===== config.mk =====
export PLATFORM = sky130hd
export DESIGN_NAME = nb_inv
export DESIGN_NICKNAME = d
export VERILOG_FILES = /design/src/rtl/nb_inv.sv
export SDC_FILE = /design/constraint.sdc
export NUM_CORES = 1
export LEC_CHECK = 0
export BUFFER_PORTS_ARGS = -buffer_cell sky130_fd_sc_hd__buf_2
export CORE_MARGIN = 2
export CORE_UTILIZATION = 50
export DETAILED_ROUTE_END_ITERATION = 8
export GPL_ROUTABILITY_DRIVEN = 0
export GPL_TIMING_DRIVEN = 0
export PLACE_DENSITY = 0.79
export RECOVER_POWER = 50
export SLEW_MARGIN = 20
export SYNTH_ARGS = -nofsm -noshare
export SYNTH_HDL_FRONTEND = slang
export SYNTH_SLANG_ARGS = --single-unit
export TNS_END_PERCENT = 30

===== constraint.sdc =====
create_clock -name clk -period 2.9 [get_ports clk]
set_clock_uncertainty 0.05 [all_clocks]
set_input_delay 0.29 -clock clk [delete_from_list [all_inputs] [get_ports clk]]
set_output_delay 0.29 -clock clk [all_outputs]
set_load 0.05 [all_outputs]

===== src/rtl/nb_inv.sv =====
// ============================================================================
// Module   : nb_inv
// Brief    : Bit-serial GF(2^5) normal-basis inverter, Z = A^30 (Itoh-Tsujii).
// Revision : 1.0  initial release
// ============================================================================
`default_nettype none

module nb_inv (
  input  logic       clk,
  input  logic       rst,
  input  logic       start,
  input  logic [4:0] A,
  output logic       busy,
  output logic       done,
  output logic [4:0] Z,
  output logic       zero
);

  localparam logic [2:0] S_IDLE = 3'd0;
  localparam logic [2:0] S_SQ1  = 3'd1;
  localparam logic [2:0] S_MUL1 = 3'd2;
  localparam logic [2:0] S_SQ2  = 3'd3;
  localparam logic [2:0] S_MUL2 = 3'd4;
  localparam logic [2:0] S_SQ3  = 3'd5;

  logic [2:0] r_state;
  logic [2:0] r_cnt;
  logic [4:0] r_x;
  logic [4:0] r_a;
  logic [4:0] r_b;
  logic [4:0] r_acc;
  logic [4:0] r_z;
  logic       r_zero;
  logic       r_busy;
  logic       r_done;

  logic       w_c1, w_c2, w_c3, w_c4;
  logic       w_d0, w_d1, w_d2;
  logic [4:0] w_acc_nxt;

  // One serial step of the normal-basis product on the current (a, b) pair.
  always_comb begin
    w_c1      = r_a[0] ^ r_a[4];
    w_c2      = r_b[0] ^ r_b[4];
    w_c3      = r_a[1] ^ r_a[4];
    w_c4      = r_b[1] ^ r_b[4];
    w_d0      = r_a[4] & r_b[4];
    w_d1      = w_c1 & w_c2;
    w_d2      = w_c3 & w_c4;
    w_acc_nxt = {r_acc[3] ^ w_d2,
                 r_acc[2] ^ w_d1 ^ w_d2,
                 r_acc[1],
                 r_acc[0],
                 r_acc[4] ^ w_d0 ^ w_d1};
  end

  always_ff @(posedge clk or posedge rst) begin
    if (rst) begin
      r_state <= S_IDLE;
      r_cnt   <= 3'd0;
      r_x     <= 5'd0;
      r_a     <= 5'd0;
      r_b     <= 5'd0;
      r_acc   <= 5'd0;
      r_z     <= 5'd0;
      r_zero  <= 1'b0;
      r_busy  <= 1'b0;
      r_done  <= 1'b0;
    end else begin
      r_done <= 1'b0;
      case (r_state)
        S_IDLE: begin
          if (start) begin
            r_x     <= A;
            r_busy  <= 1'b1;
            r_state <= S_SQ1;
          end
        end
        S_SQ1: begin
          r_a     <= {r_x[3:0], r_x[4]};
          r_b     <= r_x;
          r_acc   <= 5'd0;
          r_cnt   <= 3'd0;
          r_state <= S_MUL1;
        end
        S_MUL1, S_MUL2: begin
          r_acc <= w_acc_nxt;
          r_a   <= {r_a[3:0], r_a[4]};
          r_b   <= {r_b[3:0], r_b[4]};
          if (r_cnt == 3'd4) begin
            r_cnt   <= 3'd0;
            r_state <= (r_state == S_MUL1) ? S_SQ2 : S_SQ3;
          end else begin
            r_cnt <= r_cnt + 3'd1;
          end
        end
        S_SQ2: begin
          // acc holds A^3; A^12 is a two-place rotation of it.
          r_a     <= {r_acc[2:0], r_acc[4:3]};
          r_b     <= r_acc;
          r_acc   <= 5'd0;
          r_cnt   <= 3'd0;
          r_state <= S_MUL2;
        end
        S_SQ3: begin
          r_z     <= {r_acc[3:0], r_acc[4]};
          r_zero  <= (r_x == 5'd0);
          r_done  <= 1'b1;
          r_busy  <= 1'b0;
          r_state <= S_IDLE;
        end
        default: begin
          r_state <= S_IDLE;
          r_busy  <= 1'b0;
        end
      endcase
    end
  end

  assign busy = r_busy;
  assign done = r_done;
  assign Z    = r_z;
  assign zero = r_zero;

endmodule

`default_nettype wire


; Word-level counts from Yosys, hierarchy flattened
; Index checks and enable logic that the tools add are counted.
; Widths: inputs -> output; s select.
[totals]
ff_bits = 34
input_bits = 8
output_inout_bits = 8
wordCells = 54
[classes]
add_sub_neg = 1
n_eq_ne = 8
muxes = 12
n_bitwise = 13
reduce_logical = 10
[op_table]
columns = operator, count
row1 = $pmux 5 s3, 2
row2 = $mux 3, 4
row3 = $pmux 3 s4, 1
row4 = $pmux 5 s2, 1
row5 = $eq 3x3->1 const B, 3
row6 = $xor 1x1->1, 9
row7 = $eq 3x2->1 const B, 2
row8 = $pmux 3 s2, 1
row9 = $reduce_and 2->1, 3
row10 = $logic_not 5->1, 1
row11 = $ne 2x2->1 const B, 2
row12 = $reduce_or 2->1, 2
row13 = $reduce_or 4->1, 1
row14 = $add 3x1->3 const B, 1
row15 = $and 1x1->1, 3
row16 = $eq 3x1->1 const B, 1
row17 = $logic_not 3->1, 1
row18 = $reduce_bool 3->1, 1
row19 = $mux 1, 2
row20 = $pmux 1 s2, 1
row21 = $reduce_bool 2->1, 1
row22 = $not 1->1, 1

; Longest topological paths before layout
; Gate-level depths: netlist of the first run.
[depth]
word_depth = 5
mapped_depth = 7
ltp_nobuf = 5

; Worst setup path after synthesis of the first run
; OpenSTA, ideal clock, no wires.
[synth_path]
path_type = flip-flop to flip-flop
startpoint = register r_state[0]
endpoint = register r_x[0]
arrival_ns = 1.429
slack_ns = 1.293
stages_incl_launch_ff = 6
path_cell_list = dfrtp_1 -> clkbuf_1 -> or2_1 -> buf_2 -> nor2_2 -> mux2_1
[synth_between]
elab_chain_len = 2
[synth_lines]
columns = item, line_no
row1 = start: declaration, 26  ; logic [2:0] r_state;
row2 = start signal: assignment, 92  ; r_state <= (r_state == S_MUL1) ? S_SQ2 : S_SQ3;
row3 = $logic_not 3->1, 71  ; case (r_state)
row4 = $reduce_and 2->1 (no source line), -
row5 = end signal: assignment, 61  ; r_x <= 5'd0;
row6 = end signal: assignment, 74  ; r_x <= A;
row7 = end: declaration, 28  ; logic [4:0] r_x;
; Every way passes these cells.
; A chain may end at the register's enable or synchronous reset.

; Worst setup path in the final report of the first run
[layout_path]
startpoint = register r_state[0]
endpoint = register r_a[0]
[layout_between]
elab_chain_len = 3
elab_cells_between_ends = 7
cone_classes = eq/ne: 4 / mux: 1 / reduce/logical: 2
[layout_lines]
columns = item, line_no
row1 = $eq 3x2->1 / $eq 3x3->1 (equally long branches), 71
row2 = $reduce_or 2->1, -
row3 = $pmux 5 s3 / $reduce_bool 3->1 (equally long branches), -
row4 = end signal: assignment, 80  ; r_a <= {r_x[3:0], r_x[4]};
row5 = end signal: assignment, 88  ; r_a <= {r_a[3:0], r_a[4]};
row6 = end signal: assignment, 99  ; r_a <= {r_acc[2:0], r_acc[4:3]};
row7 = end: declaration, 29  ; logic [4:0] r_a;
; Parallel ways exist; a longest one is shown, timed or not.

==> results.sh, run 1 <==
export IMPL_status="finished clean"
export IMPL_synth_top_area_share_pct=41.8
export IMPL_vias_per_cell=5.98
export IMPL_vdd_drop_max_v=0.000634
export IMPL_cts_hold_buf=0
export IMPL_switching_share_pct=47.7
export IMPL_dr_first_iter_drc_count=159
export IMPL_clk_latency_ns=0.30
export IMPL_tns_ns=0
export IMPL_nets=253
export IMPL_yosysMostFrequentCell="dfrtp_1"
export IMPL_hold_path_class="in -> reg"
export IMPL_rsz0062_at_grt="no"
export IMPL_synth_fp_nets=231
export IMPL_ios=16
export IMPL_wl_mm=4.85
export IMPL_worstPathRequired_ns=3.00
export IMPL_r2r_slack_ns=1.01
export IMPL_async_reset_ff_share_pct=100
export IMPL_cpPeakStageDelay_ns=0.46
export IMPL_cp_num_buf_inv=3
export IMPL_wl_per_cell_um=16.5
export IMPL_ys_types=43
export IMPL_seqPwrFrac_pct=27.7
export IMPL_cts_root_buf="clkbuf_8"
export IMPL_synthFlopType="dfrtp_1"
export IMPL_htreeDepth=2
export IMPL_clock_power_share_pct=12.0
export IMPL_cp_arrival_ns=1.99
export IMPL_leakagePower_uw=0.00100
export IMPL_synthCells=221
export IMPL_vias=1758
export IMPL_grt_ovfl_total=0
export IMPL_cts_resized=0
export IMPL_cts_tree="done"
export IMPL_maxCapViolations=0
export IMPL_num_antenna_cells=0
export IMPL_worstSetupEndpointType="flip-flop"
export IMPL_fin_crit_sh_pct=65.1
export IMPL_cpLargestDelayFamily="buffers and inverters"
export IMPL_critical_path_startpoint="r_state[0]"
export IMPL_syn2layout_area_growth_pct=11.2
export IMPL_pwr_density_cell_nw_per_um2=1380
export IMPL_ys_ff_latch=34
export IMPL_layout_min_cycle_time_ns=1.89
export IMPL_die_h_um=67.8
export IMPL_p_switching_uw=1490
export IMPL_antenna_found_initial=0
export IMPL_grt_use_met1_pct=30.9
export IMPL_setup_ws_ns=1.01
export IMPL_tightest_slew_ns=1.26
export IMPL_syn_area_per_cell_sq_um=9.21
export IMPL_cp_common_cell="clkbuf_1"
export IMPL_crit_fanout=10
export IMPL_rows=23
export IMPL_yosys_top_cells_area="dfrtp_1 42%, mux2_1 6.1%, a21oi_1 4.9%"
export IMPL_use_met3_pct=5.50
export IMPL_clock_sinks=34
export IMPL_p_total_uw=3130
export IMPL_yosysWarnings=0
export IMPL_grt_usage_pct=23.9
export IMPL_use_met2_pct=39.7
export IMPL_cts_buffer_depth=2
export IMPL_synth_edf_count=0
export IMPL_hold_slack_ns=0.158
export IMPL_setup_viol=0
export IMPL_die_w_um=67.8
export IMPL_core_area_sq_um=3970
export IMPL_seq_area_frac_synth_pct=41.8
export IMPL_crit_slowest_cell="clkbuf_1"
export IMPL_synth_area_leader_cell="dfrtp_1"
export IMPL_cp_num_cells=4
export IMPL_grt_busiest_layer="met2"
export IMPL_path_cells="clkbuf_1 > clkbuf_1 > clkbuf_1 > a22oi_1"
export IMPL_path_clk_slew_ns=0.07
export IMPL_ant_nets=0
export IMPL_dpl_worst_slack_ns=1.10
export IMPL_firstDrtPassIters=4
export IMPL_worstSetupEndpoint="r_a[0]"
export IMPL_grt_max_degree=35
export IMPL_hold_viol=0
export IMPL_share_comb_of_total_power_pct=60.3
export IMPL_drive_gt1_share_pct=13.5
export IMPL_dpl_hpwl_mm=3.43
export IMPL_die_area_sq_um=4590
export IMPL_slew_headroom_pct=15.9
export IMPL_ff2ff_path_depth=4
export IMPL_numCtsBuffers=5
export IMPL_drc_errors=0
export IMPL_worstReg2RegEnd="r_a[0]"
export IMPL_slew_violations=0
export IMPL_path_class="reg -> reg"
export IMPL_p_int_uw=1640
export IMPL_initial_core_util_pct=51.2
export IMPL_cts_setup_buffers=0
export IMPL_io_buffers=15
export IMPL_netlist_area_sq_um=2030
export IMPL_fmax_ghz=0.529
export IMPL_r2r_start="r_state[0]"
export IMPL_cp_start_kind="flip-flop"
export IMPL_grt_pass1_vias=1676
export IMPL_synthTopCellsByCount="34 x dfrtp_1, 20 x a21oi_1, 19 x nand2_1"
export IMPL_grt_pass1_wl_mm=8.02
export IMPL_nFillCells=355
==> registers in the layout (all words and copies together) (netlist names) <==
name     flops
r_acc        5
r_x          5
zero         1
busy         1
r_state      3
r_b          5
r_a          5
r_cnt        3
done         1
Z            5
==> power groups by stage <==
stage                     combinational [uW]  clock [uW]  sequential [uW]
after floorplan                         1390           0              929
after global placement                  1820           0              858
after detailed placement                1870           0              871
after CTS                               1880         381              861
after global routing                    2060         407              891
final                                   1890         376              865
==> worst reg2reg max path, delay by kind of cell (launching register included) <==
| family | cells | cell delay [ns] |
|---|---|---|
| DFF | 1 | 0.32 |
| buffers and inverters | 3 | 1.20 |
| AOI/OAI and AO/OA | 1 | 0.18 |
==> kinds of logic after synthesis <==
family | after synthesis | synth area share (%)
xor+xnor | 10 | 5.35
mux | 15 | 8.06
compound gates | 80 | 25.5
fa+ha+maj | 2 | 1.23
simple gates | 53 | 12.4
buf+inv | 27 | 5.66
flops | 34 | 41.8
==> area by class of cell <==
cell class,instances,area [sq um],share of cell area [%]
Multi-Input combinational cell,160,1070,47.2
Clock inverter,2,12.5,0.553
Timing Repair Buffer,15,70.1,3.10
Buffer,21,92.6,4.09
Tap cell,50,62.6,2.77
Clock buffer,6,82.6,3.65
Sequential cell,34,851,37.6
Inverter,6,22.5,0.996
==> metal layers <==
layer  part of all wire, %  vias up
li1                      -      841
met3                   6.4        8
met1                    45      848
met2                    47       61
met5                     0        -
met4                   1.7        0
==> worst min path at each step <==
stage	from	end	slack, ns	cells after the start
2_1_floorplan	A[0]	r_x[0]	0.37	1
6_report	A[2]	r_x[2]	0.16	2
3_3_place_gp	zero	zero	0.41	2
4_1_cts	rst	r_a[1]	0.08	2
5_1_grt	A[4]	r_x[4]	0.17	2
3_5_place_dp	rst	busy	0.40	2
==> cells in the final DEF, fill, tap and decap left out, types with 6 or more instances in the layout <==
cell type | netlist | routed
a21oi_1 | 20 | 20
clkbuf_8 | 0 | 6
nand2b_1 | 6 | 6
mux2_1 | 11 | 11
a22oi_1 | 9 | 9
nand2_1 | 19 | 19
buf_2 | 8 | 19
o21ai_1 | 14 | 14
clkbuf_1 | 11 | 15
dfrtp_1 | 34 | 34
nor2_1 | 14 | 14
==> per-stage QoR <==
step	area (sq um)	utilization [%]	std cells
CTS	2270	57.1	294
global placement	2170	54.7	286
global route	2260	57.0	294
detailed placement	2170	54.7	286
floorplan	2030	-	221
finish	2260	57.0	294
No activity file was read; power rests on OpenSTA's default activity.
==> run 2: changes to the inputs <==
clock period = 1.94 ns   (was 2.9 ns; I/O delays follow)
==> run 2 against run 1 <==
Core utilization increased by 0.19 points. Critical endpoint is now r_x[0]. First-iteration DRC count decreased by 3.8%. Register-to-register slack got worse by 0.90 ns.
==> results.sh, run 2 (synthesized netlist as in run 1, its figures left out) <==
export IMPL_status="finished clean"
export IMPL_vias=1762
export IMPL_num_antenna_cells=0
export IMPL_worstPathRequired_ns=2.07
export IMPL_setup_viol=0
export IMPL_vias_per_cell=5.97
export IMPL_drc_errors=0
export IMPL_ant_nets=0
export IMPL_die_h_um=67.8
export IMPL_antenna_found_initial=0
export IMPL_cts_tree="done"
export IMPL_clock_sinks=34
export IMPL_crit_fanout=10
export IMPL_grt_busiest_layer="met2"
export IMPL_wl_mm=4.85
export IMPL_firstDrtPassIters=4
export IMPL_worstSetupEndpointType="flip-flop"
export IMPL_tns_ns=0
export IMPL_layout_min_cycle_time_ns=1.83
export IMPL_tightest_slew_ns=1.25
export IMPL_fmax_ghz=0.545
export IMPL_dr_first_iter_drc_count=153
export IMPL_cp_arrival_ns=1.96
export IMPL_slew_violations=0
export IMPL_cts_buffer_depth=2
export IMPL_use_met3_pct=5.50
export IMPL_pwr_density_cell_nw_per_um2=2060
export IMPL_clock_power_share_pct=11.9
export IMPL_rsz0062_at_grt="no"
export IMPL_finalInstanceArea_sq_um=2270
export IMPL_syn2layout_area_growth_pct=11.6
export IMPL_path_clk_slew_ns=0.07
export IMPL_hold_viol=0
export IMPL_nets=254
export IMPL_rows=23
export IMPL_utilization_pct=57.2
export IMPL_switching_share_pct=47.7
export IMPL_layout_cells_non_filler=295
export IMPL_p_int_uw=2440
export IMPL_hold_path_class="in -> reg"
export IMPL_final_common_cell="dfrtp_1"
export IMPL_core_area_sq_um=3970
export IMPL_seqPwrFrac_pct=27.7
export IMPL_initial_core_util_pct=51.2
export IMPL_p_switching_uw=2230
export IMPL_slew_headroom_pct=16.4
export IMPL_drive_gt1_share_pct=12.7
export IMPL_nFillCells=354
export IMPL_leakagePower_uw=0.00100
export IMPL_grt_pass1_vias=1676
export IMPL_path_class="reg -> reg"
export IMPL_dpl_hpwl_mm=3.43
export IMPL_die_area_sq_um=4590
export IMPL_grt_use_met1_pct=30.9
export IMPL_share_comb_of_total_power_pct=60.4
export IMPL_vdd_drop_max_v=0.000946
export IMPL_dp_cells=286
export IMPL_numCtsBuffers=5
export IMPL_setup_ws_ns=0.106
export IMPL_cp_start_kind="flip-flop"
export IMPL_cts_root_buf="clkbuf_8"
export IMPL_die_w_um=67.8
export IMPL_use_met2_pct=39.7
export IMPL_clk_latency_ns=0.30
export IMPL_io_buffers=15
export IMPL_cts_setup_buffers=0
export IMPL_grt_pass1_wl_mm=8.02
export IMPL_maxCapViolations=0
export IMPL_ios=16
export IMPL_dpl_cell_area_sq_um=2170
export IMPL_fin_crit_sh_pct=94.5
export IMPL_mostFrequentLayoutCells="34 x dfrtp_1, 20 x a21oi_1, 19 x nand2_1"
export IMPL_grt_max_degree=35
export IMPL_grt_ovfl_total=0
export IMPL_grt_usage_pct=23.9
export IMPL_wl_per_cell_um=16.5
export IMPL_dpl_worst_slack_ns=0.139
export IMPL_htreeDepth=2
==> run 2: cell count changes in the layout (fill, tap and decap cells not counted), sizes merged <==
cell / change
buf: -3
clkbuf: +3
dlygate4sd3: +1
==> run 2: through the flow <==
stage | hold WS (ns) | power (uW)
floorplan | 0.279 | 3460
global placement | 0.360 | 4010
detailed placement | 0.300 | 4090
CTS | 0.0635 | 4660
global route | 0.0700 | 5020
finish | 0.0644 | 4670
==> run 2: final timing paths <==
kind                       depth (start not counted)  slack, ns        from     end
setup / recovery                                   5       0.11  r_state[0]  r_x[0]
hold / removal                                     2       0.06        A[2]  r_x[2]
setup reg to reg                                   5       0.11  r_state[0]  r_x[0]
hold reg to reg                                    1       0.42      r_x[2]    zero
max in group asynchronous                          3       0.36         rst    Z[3]
min in group asynchronous                          3       0.73         rst  r_a[1]
==> run 2: layout make-up <==
type / instances / area [sq um] / area share [%]
clock buffers: 6 / 82.6 / 3.64
repair buffers: 16 / 76.3 / 3.36
clock inverters: 2 / 12.5 / 0.551
well taps: 50 / 62.6 / 2.76
plain buffers: 21 / 93.8 / 4.13
inverters: 6 / 22.5 / 0.992
multi-input cells: 160 / 1070 / 47.1
flip-flops and latches: 34 / 851 / 37.5
==> run 2: power groups by stage <==
stage	clock, uW	combinational (uW)	sequential (uW)
after floorplan	0	2080	1390
after global placement	0	2720	1280
after detailed placement	0	2790	1300
after CTS	570	2800	1290
after global routing	609	3080	1330
final	557	2820	1290
==> run 2: repair_timing <==
item | in CTS | in global routing
hold buffers | 1 | 0
gates resized for setup | 0 | 2
endpoints found under the setup margin | 0 | 9
hold endpoints to repair | 34 | 0
==> run 2: metal layers <==
| layer | vias to the layer above | part of all wire [%] |
|---|---|---|
| met5 | - | 0 |
| met4 | 0 | 1.4 |
| met3 | 6 | 7.7 |
| met2 | 62 | 48 |
| met1 | 856 | 43 |
| li1 | 838 | - |
==> run 2: critical path: stages, from the launching register on <==
cell and delay (ns):
dfrtp_1 0.36, clkbuf_1 0.21, or2_1 0.28, buf_2 0.20
nor2_2 0.26, mux2_1 0.35
